## config.mk

```make
export PLATFORM = sky130hd
export DESIGN_NAME = mips_wb_queue
export DESIGN_NICKNAME = d
export VERILOG_FILES = /design/src/rtl/mips_wb_queue.sv
export SDC_FILE = /design/constraint.sdc
export NUM_CORES = 1
export LEC_CHECK = 0
export CORE_MARGIN = 5
export CORE_UTILIZATION = 35
export CTS_CLUSTER_SIZE = 28
export DETAILED_ROUTE_END_ITERATION = 6
export SLEW_MARGIN = 20
export SYNTH_ARGS = -nofsm -noshare
export SYNTH_HDL_FRONTEND = slang
export SYNTH_SLANG_ARGS = --single-unit
```

## constraint.sdc

```tcl
create_clock -name clock -period 7.1 [get_ports clock]
set_clock_uncertainty 0.1 [all_clocks]
set_input_delay 1.065 -clock clock [delete_from_list [all_inputs] [get_ports clock]]
set_output_delay 1.065 -clock clock [all_outputs]
set_load 0.02 [all_outputs]
```

## src/rtl/mips_wb_queue.sv

```systemverilog
// rtl/mips_wb_queue.sv - write-back buffer ahead of the MIPS register file write port
//
// Purpose:
//   Holds register write requests in a DEPTH-entry FIFO and drains one entry
//   per cycle into the register file. Two combinational lookup ports return
//   the newest pending value for a register, so readers see data that has
//   not yet been written.
//
// Optional feature (macro WBQ_COALESCE_EN):
//   When defined, a push whose regnum equals the newest stored entry's regnum
//   overwrites that entry's data instead of allocating a new one.
//
// Ports:
//   clock, reset                 rising-edge clock, async active-high reset
//   in_valid/in_ready            write request handshake
//   in_regnum, in_data           request destination register and value
//   drain_enable                 regfile write port available
//   wr_regnum, wr_data           head entry, to regfile (0 when empty)
//   writeenable                  regfile write strobe
//   lk1_regnum/lk1_hit/lk1_data  forwarding lookup port 1
//   lk2_regnum/lk2_hit/lk2_data  forwarding lookup port 2
//   count, full, empty           occupancy status

module mips_wb_queue #(
  parameter int DEPTH = 4,
  parameter int CNTW  = $clog2(DEPTH) + 1
) (
  input  logic            clock,
  input  logic            reset,
  input  logic            in_valid,
  output logic            in_ready,
  input  logic [4:0]      in_regnum,
  input  logic [31:0]     in_data,
  input  logic            drain_enable,
  output logic [4:0]      wr_regnum,
  output logic [31:0]     wr_data,
  output logic            writeenable,
  input  logic [4:0]      lk1_regnum,
  output logic            lk1_hit,
  output logic [31:0]     lk1_data,
  input  logic [4:0]      lk2_regnum,
  output logic            lk2_hit,
  output logic [31:0]     lk2_data,
  output logic [CNTW-1:0] count,
  output logic            full,
  output logic            empty
);

  localparam int PW = $clog2(DEPTH);

  logic [4:0]      reg_mem  [DEPTH];
  logic [31:0]     data_mem [DEPTH];
  logic [PW-1:0]   head;
  logic [PW-1:0]   tail;
  logic [PW-1:0]   newest;
  logic [CNTW-1:0] cnt;

  logic pop;
  logic coalesce;
  logic accept;
  logic alloc;
  logic update;

  assign count  = cnt;
  assign full   = (cnt == CNTW'(DEPTH));
  assign empty  = (cnt == '0);
  assign newest = tail - PW'(1);

  assign pop         = !empty && drain_enable;
  assign writeenable = pop;
  assign wr_regnum   = empty ? 5'd0  : reg_mem[head];
  assign wr_data     = empty ? 32'd0 : data_mem[head];

`ifdef WBQ_COALESCE_EN
  logic tail_match;
  logic popping_newest;

  // Stored entries never hold $0, so a $0 request can never coalesce.
  assign tail_match     = !empty && (in_regnum != 5'd0) && (reg_mem[newest] == in_regnum);
  // The newest entry is also the head only when exactly one entry is stored;
  // if it leaves this cycle the request must take a fresh slot instead.
  assign popping_newest = pop && (cnt == CNTW'(1));
  assign coalesce       = tail_match && !popping_newest;
  assign in_ready       = !full || coalesce;
`else
  assign coalesce = 1'b0;
  assign in_ready = !full;
`endif

  assign accept = in_valid && in_ready;
  assign alloc  = accept && (in_regnum != 5'd0) && !coalesce;
  assign update = accept && coalesce;

  always_ff @(posedge clock or posedge reset) begin
    if (reset) begin
      head <= '0;
      tail <= '0;
      cnt  <= '0;
    end else begin
      if (alloc) tail <= tail + PW'(1);
      if (pop)   head <= head + PW'(1);
      case ({alloc, pop})
        2'b10:   cnt <= cnt + CNTW'(1);
        2'b01:   cnt <= cnt - CNTW'(1);
        default: cnt <= cnt;
      endcase
    end
  end

  // Storage is not reset; every read is qualified by the occupancy count.
  always_ff @(posedge clock) begin
    if (alloc) begin
      reg_mem[tail]  <= in_regnum;
      data_mem[tail] <= in_data;
    end else if (update) begin
      data_mem[newest] <= in_data;
    end
  end

  // Walk from oldest to newest so that a later match overrides an earlier one.
  always_comb begin
    lk1_hit  = 1'b0;
    lk1_data = 32'd0;
    lk2_hit  = 1'b0;
    lk2_data = 32'd0;
    for (int i = 0; i < DEPTH; i++) begin
      if (CNTW'(i) < cnt) begin
        if ((lk1_regnum != 5'd0) && (reg_mem[head + PW'(i)] == lk1_regnum)) begin
          lk1_hit  = 1'b1;
          lk1_data = data_mem[head + PW'(i)];
        end
        if ((lk2_regnum != 5'd0) && (reg_mem[head + PW'(i)] == lk2_regnum)) begin
          lk2_hit  = 1'b1;
          lk2_data = data_mem[head + PW'(i)];
        end
      end
    end
  end

endmodule

```

==> impl_metrics.env, run 1 <==
export IMPL_wl_met3_um=2100
export IMPL_dr_pass1_iters=5
export IMPL_highest_layer="met5"
export IMPL_grt_max_degree=81
export IMPL_core_area_um2=32600
export IMPL_cts_made_buffers=17
export IMPL_routedLengthMet1_um=15800
export IMPL_path_clk_slew_ns=0.07
export IMPL_cp_startpoint="head[0]"
export IMPL_synth_compound_area_share=0.143
export IMPL_status="complete, no violations"
export IMPL_cts_resized=0
export IMPL_ys_types=58
export IMPL_p_sw_frac=0.461
export IMPL_critPathLaunchType="register"
export IMPL_grt_pass1_vias=9234
export IMPL_setup_viol=0
export IMPL_cts_root_buf="clkbuf_16"
export IMPL_finalMaxSlewViolations=0
export IMPL_post_place_ws_ns=1.20
export IMPL_fin_tns_setup_ns=0
export IMPL_avgSynthCellArea_um2=9.69
export IMPL_die_area_um2=36900
export IMPL_synth_adder_area_share=0.00969
export IMPL_seq_area_um2=4630
export IMPL_fmax_mhz=160
export IMPL_ios=161
export IMPL_worst_pin_slew_ns=0.945
export IMPL_setup_ws_ns=0.866
export IMPL_grtUsageTotal=0.187
export IMPL_yosysTopAreaCellShare=0.383
export IMPL_cp_required_ns=5.93
export IMPL_yosys_warnings=0
export IMPL_switching_power_mw=3.07
export IMPL_p_int_mw=3.59
export IMPL_synth_edf_count=148
export IMPL_antenna_left=0
export IMPL_netlist_instances=1199
export IMPL_synthesis_area_um2=11600
export IMPL_hold_worst_slack_ns=0.513
export IMPL_yosysSeqAreaShare=0.398
export IMPL_wl_per_cell_um=20.3
export IMPL_dieWidth_um=192
export IMPL_power_mw=6.65
export IMPL_tritoncts="done"
export IMPL_final_util=0.429
export IMPL_cts_sinks=155
export IMPL_p_comb_frac=0.645
export IMPL_path_class="register to output port"
export IMPL_synth_area_mux_share=0.204
export IMPL_yosys_area_top_type="edfxtp_1"
export IMPL_slew_headroom=0.370
export IMPL_timing_final_crit_share=0.878
export IMPL_pwr_share_seq=0.213
export IMPL_grt_pass1_wl_um=53800
export IMPL_cap_violations=0
export IMPL_globalplace_congestion=0.875
export IMPL_worst_r2r_cell_count=6
export IMPL_multi_input_area_um2=6420
export IMPL_hold_depth=2
export IMPL_ir_worst_vdd_v=0.000269
export IMPL_hold_class="register to register"
export IMPL_synth_simple_gate_area_frac=0.159
export IMPL_portBuffers=160
export IMPL_placed_cell_area_um2=13400
export IMPL_clockPowerShare=0.141
export IMPL_drt_total_wl_um=35300
export IMPL_setup_worst_path_end_class="output port"
export IMPL_p_leak_nw=4.98
export IMPL_syn_to_final_growth_pct=20.6
export IMPL_p_per_area_nw_per_um2=475
export IMPL_htree_num_levels=4
export IMPL_n_fill_cell=3101
export IMPL_post_route_drc_count=0
export IMPL_synthXorXnorAreaFrac=0.0332
export IMPL_synthTopCellsByArea="edfxtp_1 38%, mux2_2 9.4%, mux2i_1 7.1%"
export IMPL_rsz0062_at_grt="false"
export IMPL_min_from="count[1]"
export IMPL_crit_arrival_ns=5.07
export IMPL_globalRoute_totalOverflow=0
export IMPL_post_place_cells=1707
export IMPL_fin_cells=1740
export IMPL_synth_ff_type="edfxtp_1"
export IMPL_rows=66
export IMPL_start_util=0.356
export IMPL_layout_drive_gt1_share=0.146
export IMPL_period_needed_ns=6.23
export IMPL_drtIter0Drc=785
export IMPL_vias_per_cell=5.48
export IMPL_synth_seq_cells=155
export IMPL_clk_latency_ns=0.42
export IMPL_antenna_cells=0
export IMPL_syn_num_nets=1259
export IMPL_clock_path_buffers=2
export IMPL_num_vias=9542
export IMPL_design_area_um2=14000
export IMPL_dp_hpwl_um=22600
export IMPL_routed_wl_met2_um=16700
export IMPL_r2r_start="count[0]"
export IMPL_antenna_found_initial=2
export IMPL_fin_nets=1345
export IMPL_hold_viol_final=0
export IMPL_post_cts_setup_buffers=0
export IMPL_holdBufCountCts=0
export IMPL_synth_top_family_by_area="multiplexers"
export IMPL_async_flop_share=0.0452
export IMPL_path_max_fanout=63
export IMPL_die_y_um=192
cells in the mapped netlist, drive strengths merged (2+ instances only):
cell,instances
and2,7
mux4,6
o22ai,32
a21boi,30
xor2,22
nor4b,2
inv,14
a211oi,3
nand4,10
nor2b,34
mux2,111
nand3,33
nor2,190
ha,9
xnor2,22
o21ai,127
edfxtp,148
clkbuf,61
mux2i,90
a21oi,33
nor3b,32
dfrtp,7
nor3,3
or4,2
or4b,4
o311a,31
buf,48
nand2,71
cells in the final DEF, fill, tap and decap left out, drive strengths merged, types with 4 or more instances in the layout:
master and instances:
nor2b 34, a21oi 33, xnor2 22, mux2i 90
mux2 111, nor3b 32, o21ai 127, a21boi 30
o311a 31, xor2 22, dfrtp 7, ha 9
edfxtp 148, buf 16, nand3 33, or4b 4
and2 7, clkdlybuf4s50 160, mux4 6, nor2 190
nand2 71, o22ai 32, clkbuf 20, nand4 10
inv 18
worst max-delay path, stage by stage, from the launching register on:
cell and delay (ns):
dfrtp_4 0.74, inv_6 0.57, mux2i_1 0.72, xor2_1 0.12, or4_2 0.92, buf_4 0.38
nor2_1 0.15, o21ai_1 0.08, a21oi_1 0.25, clkdlybuf4s50_1 0.65
logic make-up (layout without fill, tap and decap cells):
logic type | Yosys count | in the layout
buffers and inverters | 124 | 223
xor gates and xnor gates | 44 | 44
muxes | 207 | 207
adders and majority gates | 9 | 9
DFF | 155 | 155
and+or+nand+nor | 392 | 392
AOI/OAI and AO/OA | 268 | 268
worst paths after layout:
path	end	slack, ns
max	lk1_data[27]	0.87
min reg2reg	count[1]	0.51
max reg2reg	data_mem[0][15]	4.32
min in group asynchronous	count[1]	0.79
min	count[1]	0.51
max in group asynchronous	head[1]	5.85
per-layer routing:
layer | global-route usage | up-vias
met4 | 0.0499 | 4
met5 | 0 | -
met1 | 0.254 | 4646
met3 | 0.0327 | 39
met2 | 0.310 | 297
li1 | - | 4556
power groups by stage:
stage / Combinational (mW) / Sequential [mW] / Clock [mW]
floorplan: 2.95 / 1.30 / 0
finish: 4.29 / 1.42 / 0.940
detailed placement: 4.28 / 1.44 / 0
global route: 4.64 / 1.45 / 0.996
CTS: 4.30 / 1.42 / 0.959
global placement: 4.25 / 1.43 / 0
registers in the layout (all words and copies together), names as in the netlist:
register,cells
head,2
data_mem,128
count,3
tail,2
reg_mem,20
area by class of cell:
type	count	share of cell area
flip-flops and latches	155	0.330
well taps	442	0.0395
multi-input cells	920	0.459
clock buffers	20	0.0319
clock inverters	12	0.0118
inverters	15	0.00438
repair buffers	176	0.123
Note: power is estimated with default switching activity, not from simulation.
==> inputs of run 2 (changes only) <==
--- a/config.mk
+++ b/config.mk
@@ -9,6 +9,7 @@
 export CORE_UTILIZATION = 35
 export CTS_CLUSTER_SIZE = 28
 export DETAILED_ROUTE_END_ITERATION = 6
+export REMOVE_ABC_BUFFERS = 1
 export SLEW_MARGIN = 20
 export SYNTH_ARGS = -nofsm -noshare
 export SYNTH_HDL_FRONTEND = slang
==> constraint.sdc (replaced) <==
create_clock -name clock -period 7.5 [get_ports clock]
set_clock_uncertainty 0.1 [all_clocks]
set_input_delay 1.125 -clock clock [delete_from_list [all_inputs] [get_ports clock]]
set_output_delay 1.125 -clock clock [all_outputs]
set_load 0.02 [all_outputs]
==> run 2 against run 1 <==
  * First-iteration DRC count rose by 1.5%
  * Sequential share of layout area shrank 0.094 points
  * Utilization grew 0.12 points
  * Count of clock-buffer cells in the layout decreased by 3
  * Clock power increased by 0.9%
  * Power decreased by 5.1%
  * Hold slack got worse by 0.0063 ns
==> impl_metrics.env, run 2 (synthesized netlist as in run 1, its figures left out) <==
export IMPL_status="complete, no violations"
export IMPL_cp_required_ns=6.27
export IMPL_critPathLaunchType="register"
export IMPL_drtIter0Drc=797
export IMPL_worst_r2r_cell_count=9
export IMPL_worst_pin_slew_ns=1.04
export IMPL_tritoncts="done"
export IMPL_hold_viol_final=0
export IMPL_wl_per_cell_um=19.6
export IMPL_path_clk_slew_ns=0.07
export IMPL_cts_root_buf="clkbuf_16"
export IMPL_globalplace_congestion=0.857
export IMPL_p_leak_nw=5.01
export IMPL_clock_path_buffers=2
export IMPL_setup_ws_ns=1.27
export IMPL_htree_num_levels=4
export IMPL_hold_class="register to register"
export IMPL_ir_worst_vdd_v=0.000293
export IMPL_r2r_end="count[2]"
export IMPL_clk_latency_ns=0.42
export IMPL_whs_endpoint="count[1]"
export IMPL_cp_common_cell="buf_4"
export IMPL_min_from="count[1]"
export IMPL_drt_total_wl_um=34200
export IMPL_syn_to_final_growth_pct=20.9
export IMPL_holdBufCountCts=0
export IMPL_num_vias=9521
export IMPL_path_delay_family="buffers and inverters"
export IMPL_portBuffers=160
export IMPL_grtUsageTotal=0.183
export IMPL_critPathBufInv=3
export IMPL_post_cts_setup_buffers=0
export IMPL_antenna_found_initial=2
export IMPL_reg2reg_slack_ns=4.82
export IMPL_cts_made_buffers=17
export IMPL_globalRoute_totalOverflow=0
export IMPL_rows=66
export IMPL_setup_worst_path_end_class="output port"
export IMPL_largest_register="data_mem"
export IMPL_layout_commonest_cell="nor2_1"
export IMPL_die_area_um2=36900
export IMPL_slowest_stage="or4_2"
export IMPL_fin_tns_setup_ns=0
export IMPL_slew_headroom=0.306
export IMPL_antenna_left=0
export IMPL_grt_pass1_wl_um=52300
export IMPL_die_y_um=192
export IMPL_worstPathCellList="buf_4 > mux4_2 > xnor2_1 > nand4_1 > or4_2 > buf_4 > nor2_1 > o21ai_1 > a21oi_1 > clkdlybuf4s50_1"
export IMPL_grt_pass1_vias=9354
export IMPL_dp_hpwl_um=21900
export IMPL_layout_drive_gt1_share=0.148
export IMPL_largest_reg_flops=128
export IMPL_post_route_drc_count=0
export IMPL_setup_viol=0
export IMPL_period_needed_ns=6.23
export IMPL_final_cell_mix="189 x nor2_1, 160 x clkdlybuf4s50_1, 148 x edfxtp_1"
export IMPL_finalMaxSlewViolations=0
export IMPL_cts_sinks=155
export IMPL_cap_violations=0
export IMPL_fin_nets=1346
export IMPL_ios=161
export IMPL_p_per_area_nw_per_um2=450
export IMPL_dr_pass1_iters=5
export IMPL_path_class="register to output port"
export IMPL_path_max_fanout=60
export IMPL_r2r_start="count[0]"
export IMPL_hold_depth=2
export IMPL_power_mw=6.31
export IMPL_start_util=0.356
export IMPL_timing_final_crit_share=0.830
export IMPL_fmax_mhz=161
export IMPL_dieWidth_um=192
export IMPL_grt_max_degree=79
export IMPL_cts_resized=0
export IMPL_cp_slowest_stage_delay_ns=1.05
export IMPL_rsz0062_at_grt="false"
export IMPL_vias_per_cell=5.47
export IMPL_post_place_ws_ns=1.50
export IMPL_core_area_um2=32600
export IMPL_crit_arrival_ns=5.00
[run 2: worst max path at each step]
stage | startpoint | end | cells after the start
3_5_place_dp | lk2_regnum[3] | lk2_data[31] | 8
5_1_grt | head[0] | lk1_data[22] | 10
2_1_floorplan | head[1] | lk2_data[8] | 7
6_report | head[0] | lk1_data[22] | 10
4_1_cts | head[0] | lk1_data[22] | 10
3_3_place_gp | lk2_regnum[3] | lk2_data[31] | 8
[run 2: worst register-to-register path, stage by stage (launching register included)]
cell and delay (ns):
dfrtp_1 0.47, inv_1 0.13, ha_1 0.18, nand2_1 0.09
inv_2 0.65, nor2b_1 0.29, ha_1 0.32, mux2i_1 0.16
nor2_1 0.07, xnor2_1 0.12
[run 2: layout make-up]
type	instances	area [µm²]
flip-flops and latches	155	4630
clock buffers	17	425
multi-input cells	920	6420
fillers	3096	18600
repair buffers	177	1730
diodes	1	2.50
well taps	442	553
clock inverters	15	224
inverters	15	61.3
[run 2: stage by stage]
stage	instances	hold WS [ns]	instance area (µm²)	util
floorplan	1090	0.480	11000	-
global placement	1709	0.489	13400	0.411
detailed placement	1709	0.480	13400	0.411
CTS	1741	0.502	14000	0.431
global route	1741	0.570	14000	0.431
finish	1742	0.507	14000	0.431
[run 2: layer usage]
layer,vias up,part of all wire,wire (µm),global-route usage
met5,-,0.00079,27,0
met3,49,0.065,2230,0.0344
met2,301,0.47,16200,0.309
met1,4607,0.44,15100,0.240
li1,4560,-,-,-
met4,4,0.020,687,0.0507
[run 2: power by group]
part | switching (mW) | internal (mW)
clock | 0.376 | 0.572
combinational | 2.39 | 1.71
sequential | 0.119 | 1.15
==> inputs of run 3 (changes only) <==
==> constraint.sdc (replaced) <==
create_clock -name clock -period 6.28 [get_ports clock]
set_clock_uncertainty 0.1 [all_clocks]
set_input_delay 0.942 -clock clock [delete_from_list [all_inputs] [get_ports clock]]
set_output_delay 0.942 -clock clock [all_outputs]
set_load 0.02 [all_outputs]
==> run 3 against run 2 <==
  * Critical path depth is 2 lower
  * Critical endpoint is now lk1_data[31]
  * Largest cell class unchanged
  * Routed wire length is 2.7% higher
  * Utilization about the same
==> impl_metrics.env, run 3 (synthesized netlist as in run 1, its figures left out) <==
export IMPL_finalMaxSlewViolations=0
export IMPL_syn_to_final_growth_pct=20.9
export IMPL_setup_viol=0
export IMPL_htree_num_levels=4
export IMPL_cp_required_ns=5.24
export IMPL_crit_arrival_ns=4.62
export IMPL_drt_total_wl_um=35100
export IMPL_worst_r2r_cell_count=6
export IMPL_start_util=0.356
export IMPL_core_area_um2=32600
export IMPL_post_cts_setup_buffers=0
export IMPL_clock_path_buffers=2
export IMPL_setup_worst_path_end_class="output port"
export IMPL_cts_sinks=155
export IMPL_hold_worst_slack_ns=0.525
export IMPL_slew_headroom=0.358
export IMPL_grt_pass1_vias=9425
export IMPL_worstPathCellList="inv_6 > mux2i_1 > xor2_1 > or4_2 > nor2b_1 > a211oi_1 > o22ai_1 > clkdlybuf4s50_1"
export IMPL_p_leak_nw=5.02
export IMPL_die_y_um=192
export IMPL_globalplace_congestion=0.828
export IMPL_rsz0062_at_grt="false"
export IMPL_fmax_mhz=177
export IMPL_path_class="register to output port"
export IMPL_num_vias=9512
export IMPL_tritoncts="done"
export IMPL_globalRoute_totalOverflow=0
export IMPL_dieWidth_um=192
export IMPL_cts_root_buf="clkbuf_16"
export IMPL_antenna_cells=0
export IMPL_timing_final_crit_share=0.902
export IMPL_r2r_start="count[0]"
export IMPL_min_from="count[0]"
export IMPL_antenna_left=0
export IMPL_ios=161
export IMPL_drtIter0Drc=685
export IMPL_r2r_end="data_mem[2][24]"
export IMPL_fin_nets=1354
export IMPL_slowest_stage="or4_2"
export IMPL_cts_resized=0
export IMPL_final_cell_mix="189 x nor2_1, 160 x clkdlybuf4s50_1, 148 x edfxtp_1"
export IMPL_worst_pin_slew_ns=0.964
export IMPL_critPathLaunchType="register"
export IMPL_antenna_found_initial=2
export IMPL_cap_violations=0
export IMPL_portBuffers=160
export IMPL_die_area_um2=36900
export IMPL_dr_pass1_iters=5
export IMPL_vias_per_cell=5.44
export IMPL_holdBufCountCts=0
export IMPL_whs_endpoint="count[0]"
export IMPL_grtUsageTotal=0.189
export IMPL_ir_worst_vdd_v=0.000294
export IMPL_path_max_fanout=46
export IMPL_hold_viol_final=0
export IMPL_largest_reg_flops=128
export IMPL_post_route_drc_count=0
export IMPL_period_needed_ns=5.66
export IMPL_grt_pass1_wl_um=54100
export IMPL_fin_tns_setup_ns=0
export IMPL_rows=66
export IMPL_cp_slowest_stage_delay_ns=1.06
export IMPL_largest_register="data_mem"
export IMPL_hold_class="register to register"
export IMPL_cts_made_buffers=17
export IMPL_path_clk_slew_ns=0.06
export IMPL_reg2reg_slack_ns=3.55
export IMPL_p_per_area_nw_per_um2=533
export IMPL_status="complete, no violations"
export IMPL_dp_hpwl_um=22700
export IMPL_clk_latency_ns=0.42
export IMPL_path_delay_family="simple AND/OR/NAND/NOR gates"
export IMPL_wl_per_cell_um=20.1
export IMPL_grt_max_degree=73
export IMPL_layout_drive_gt1_share=0.153
export IMPL_hold_depth=1
export IMPL_layout_commonest_cell="nor2_1"
export IMPL_critPathBufInv=2
## run 3: report_power, final
group          total (mW)  switching (mW)  leakage [nW]  internal, mW
registers            1.54           0.172          1.43          1.37
clock network        1.02           0.432         0.282         0.593
logic                4.92            2.87          3.30          2.05
total                7.49            3.47          5.02          4.01
## run 3: layout make-up
type / count / area [µm²]
clock buffers: 17 / 425
clock inverters: 15 / 163
fillers: 3130 / 18600
inverters: 15 / 61.3
multi-input cells: 920 / 6420
flip-flops and latches: 155 / 4630
well taps: 442 / 553
repair buffers: 185 / 1790
## run 3: through the flow
stage / setup WS (ns) / instances / area [µm²] / utilization / power (mW)
floorplan: -2.62 / 1090 / 11000 / - / 4.81
CTS: 0.594 / 1749 / 14000 / 0.430 / 7.53
global route: 0.385 / 1749 / 14000 / 0.430 / 7.97
finish: 0.617 / 1749 / 14000 / 0.430 / 7.49
detailed placement: 0.866 / 1717 / 13500 / 0.412 / 6.47
global placement: 0.896 / 1717 / 13500 / 0.412 / 6.44
## run 3: metal layers
metal  wire [µm]  global-route usage  vias up  part of all wire
met2       16800               0.311      336              0.48
met4         554              0.0529        4             0.016
met5          25                   0        -           0.00071
met3        1910              0.0314       44             0.054
met1       15900               0.257     4556              0.45
li1            -                   -     4572                 -
## run 3: worst max path at each step
stage,from,to,slack (ns),cells after the start
2_1_floorplan,head[1],lk2_data[8],-2.62,7
3_3_place_gp,lk1_regnum[0],lk1_data[24],0.90,9
3_5_place_dp,lk1_regnum[1],lk1_data[3],0.87,9
4_1_cts,head[0],lk1_data[3],0.59,9
5_1_grt,head[0],lk1_data[26],0.38,9
6_report,head[0],lk1_data[31],0.62,8
==> patch, RTL diff (config.mk and constraints of run 2) <==
The option `WBQ_COALESCE_EN` is turned on by a define.
--- a/src/rtl/mips_wb_queue.sv
+++ b/src/rtl/mips_wb_queue.sv
@@ -21,4 +21,6 @@
 //   lk2_regnum/lk2_hit/lk2_data  forwarding lookup port 2
 //   count, full, empty           occupancy status
+
+`define WBQ_COALESCE_EN
 
 module mips_wb_queue #(
Function: changed (Yosys sat finds a counterexample within 4 cycles, from zero or initial values and one cycle with reset high).
==> patch against run 2 <==
- sequential cell count is the same
- routed wire length rose by 5.0%
- via count rose by 1.3%
- die area increased by 2.2%
- sequential power up 11%
- combinational power grew 3%
- design area up 2.1%
- non-clock buffer count rose by 3
- synthesized area grew 2.3%
- setup slack got worse by 0.18 ns
- power increased by 2.5%
- register-to-register slack worse by 1.3 ns
- critical endpoint is now lk1_data[24]
- highest routed layer unchanged
==> patch: results (changes against run 2) <==
- Worst reg2reg path depth: 11 (+2)
- P_sw: 3.025 mW (+4.7%)
- Synth Instances: 1165 (-2.8%)
- Drt first-iter violations: 586 (-26%)
- Slowest-stage cell, CP: dfrtp_4
- Crit path DAT: 5.18 ns (+0.18 ns)
- First-pass GRT wire length: 56.70 mm (+8.4%)
- M3 GR Usage: 0.03359 (-0.0007639)
- Routed Wire Length: 35.90 mm (+5.0%)
- Final net count: 1305 (-3.0%)
- Routability-driven placement congestion ratio: 0.9097 (+6.1%)
- Max transition margin: 0.2553 (-0.05062)
- WL per Instance: 21.03 µm (+7.2%)
- Share of cells above drive strength 1: 0.1741 (+0.02628)
- Status: finished, final reports clean
- M1 GR Usage: 0.2507 (+0.01113)
- VDD IR-drop max: 229.1 µV (-22%)
- Placed cell areas: 13740 µm² (+2.6%)
- Number of global-route vias before repair: 9890 (+5.7%)
- CP max stage delay: 0.93 ns (-0.12 ns)
- Top post-synthesis cells by area: edfxtp_1 37%, mux2_2 8.9%, mux2i_1 7.0%
- LEAKAGE: 4.687 nW (-6.5%)
- Placed insts: 1673 (-2.1%)
- Worst Hold Depth: 1 (-1)
- Seq/Total Area, Yosys: 0.3885 (-0.009122)
- Largest net degree at the start of global routing: 91 (+15%)
==> patch: cells by family (layout without fill, tap and decap cells) <==
family / after synthesis / in the layout / synth area share
other: 0 / 1 / 0
adders and majority gates: 9 / 9 / 0.009471
AOI/OAI and AO/OA: 275 / 275 / 0.1718
buffers and inverters: 131 / 224 / 0.04862
muxes: 201 / 201 / 0.2056
DFF: 155 / 155 / 0.3885
xor gates and xnor gates: 49 / 49 / 0.03609
and+or+nand+nor: 345 / 345 / 0.1399
==> patch: stage by stage <==
step | setup TNS [ns] | setup WS (ns)
after floorplan | -137.02 | -2.577
final | 0 | 1.097
after global placement | 0 | 1.334
after global routing | 0 | 0.7738
after CTS | 0 | 1.007
after detailed placement | 0 | 1.343
==> patch: area by class of cell <==
cell class / count / area [µm²]
tap: 448 / 560.5
multi-input combinational: 879 / 6765
antenna: 1 / 2.502
timing repair buffer: 180 / 1764
fill: 3219 / 19190
clock inverter: 15 / 152.6
sequential: 155 / 4627
inverter: 12 / 47.55
clock buffer: 17 / 425.4
==> patch: routing by layer <==
layer  vias to the layer above  wire [µm]
met2                       270      17410
li1                       4588          -
met5                         -         27
met3                        47       2027
met1                      4733      15790
met4                         4        641
==> patch: worst reg2reg max path: stages, from the launching register on <==
cell and delay [ns]:
dfrtp_1 0.64, inv_1 0.21, ha_1 0.51, mux4_2 0.37, and2_1 0.17, o2111ai_1 0.28
nor2_1 0.16, nor3_1 0.68, inv_1 0.11, ha_1 0.36, nor2_1 0.15, xnor2_1 0.13
==> patch: path summary, 6_finish.rpt <==
check,start,end
max,head[0]$_DFFE_PP0P_,lk1_data[24]
min,count[0]$_DFFE_PP0P_,count[0]$_DFFE_PP0P_
max reg2reg,tail[0]$_DFFE_PP0P_,count[2]$_DFFE_PP0P_
min reg2reg,count[0]$_DFFE_PP0P_,count[0]$_DFFE_PP0P_
max in group asynchronous,reset,head[0]$_DFFE_PP0P_
min in group asynchronous,reset,tail[1]$_DFFE_PP0P_
==> patch: power by group through the flow <==
stage | sequential, mW | combinational (mW) | clock (mW)
after global routing | 1.44 | 4.56 | 0.907
after detailed placement | 1.43 | 4.22 | 0
after CTS | 1.41 | 4.24 | 0.864
after floorplan | 1.50 | 2.74 | 0
final | 1.40 | 4.22 | 0.851
after global placement | 1.41 | 4.19 | 0
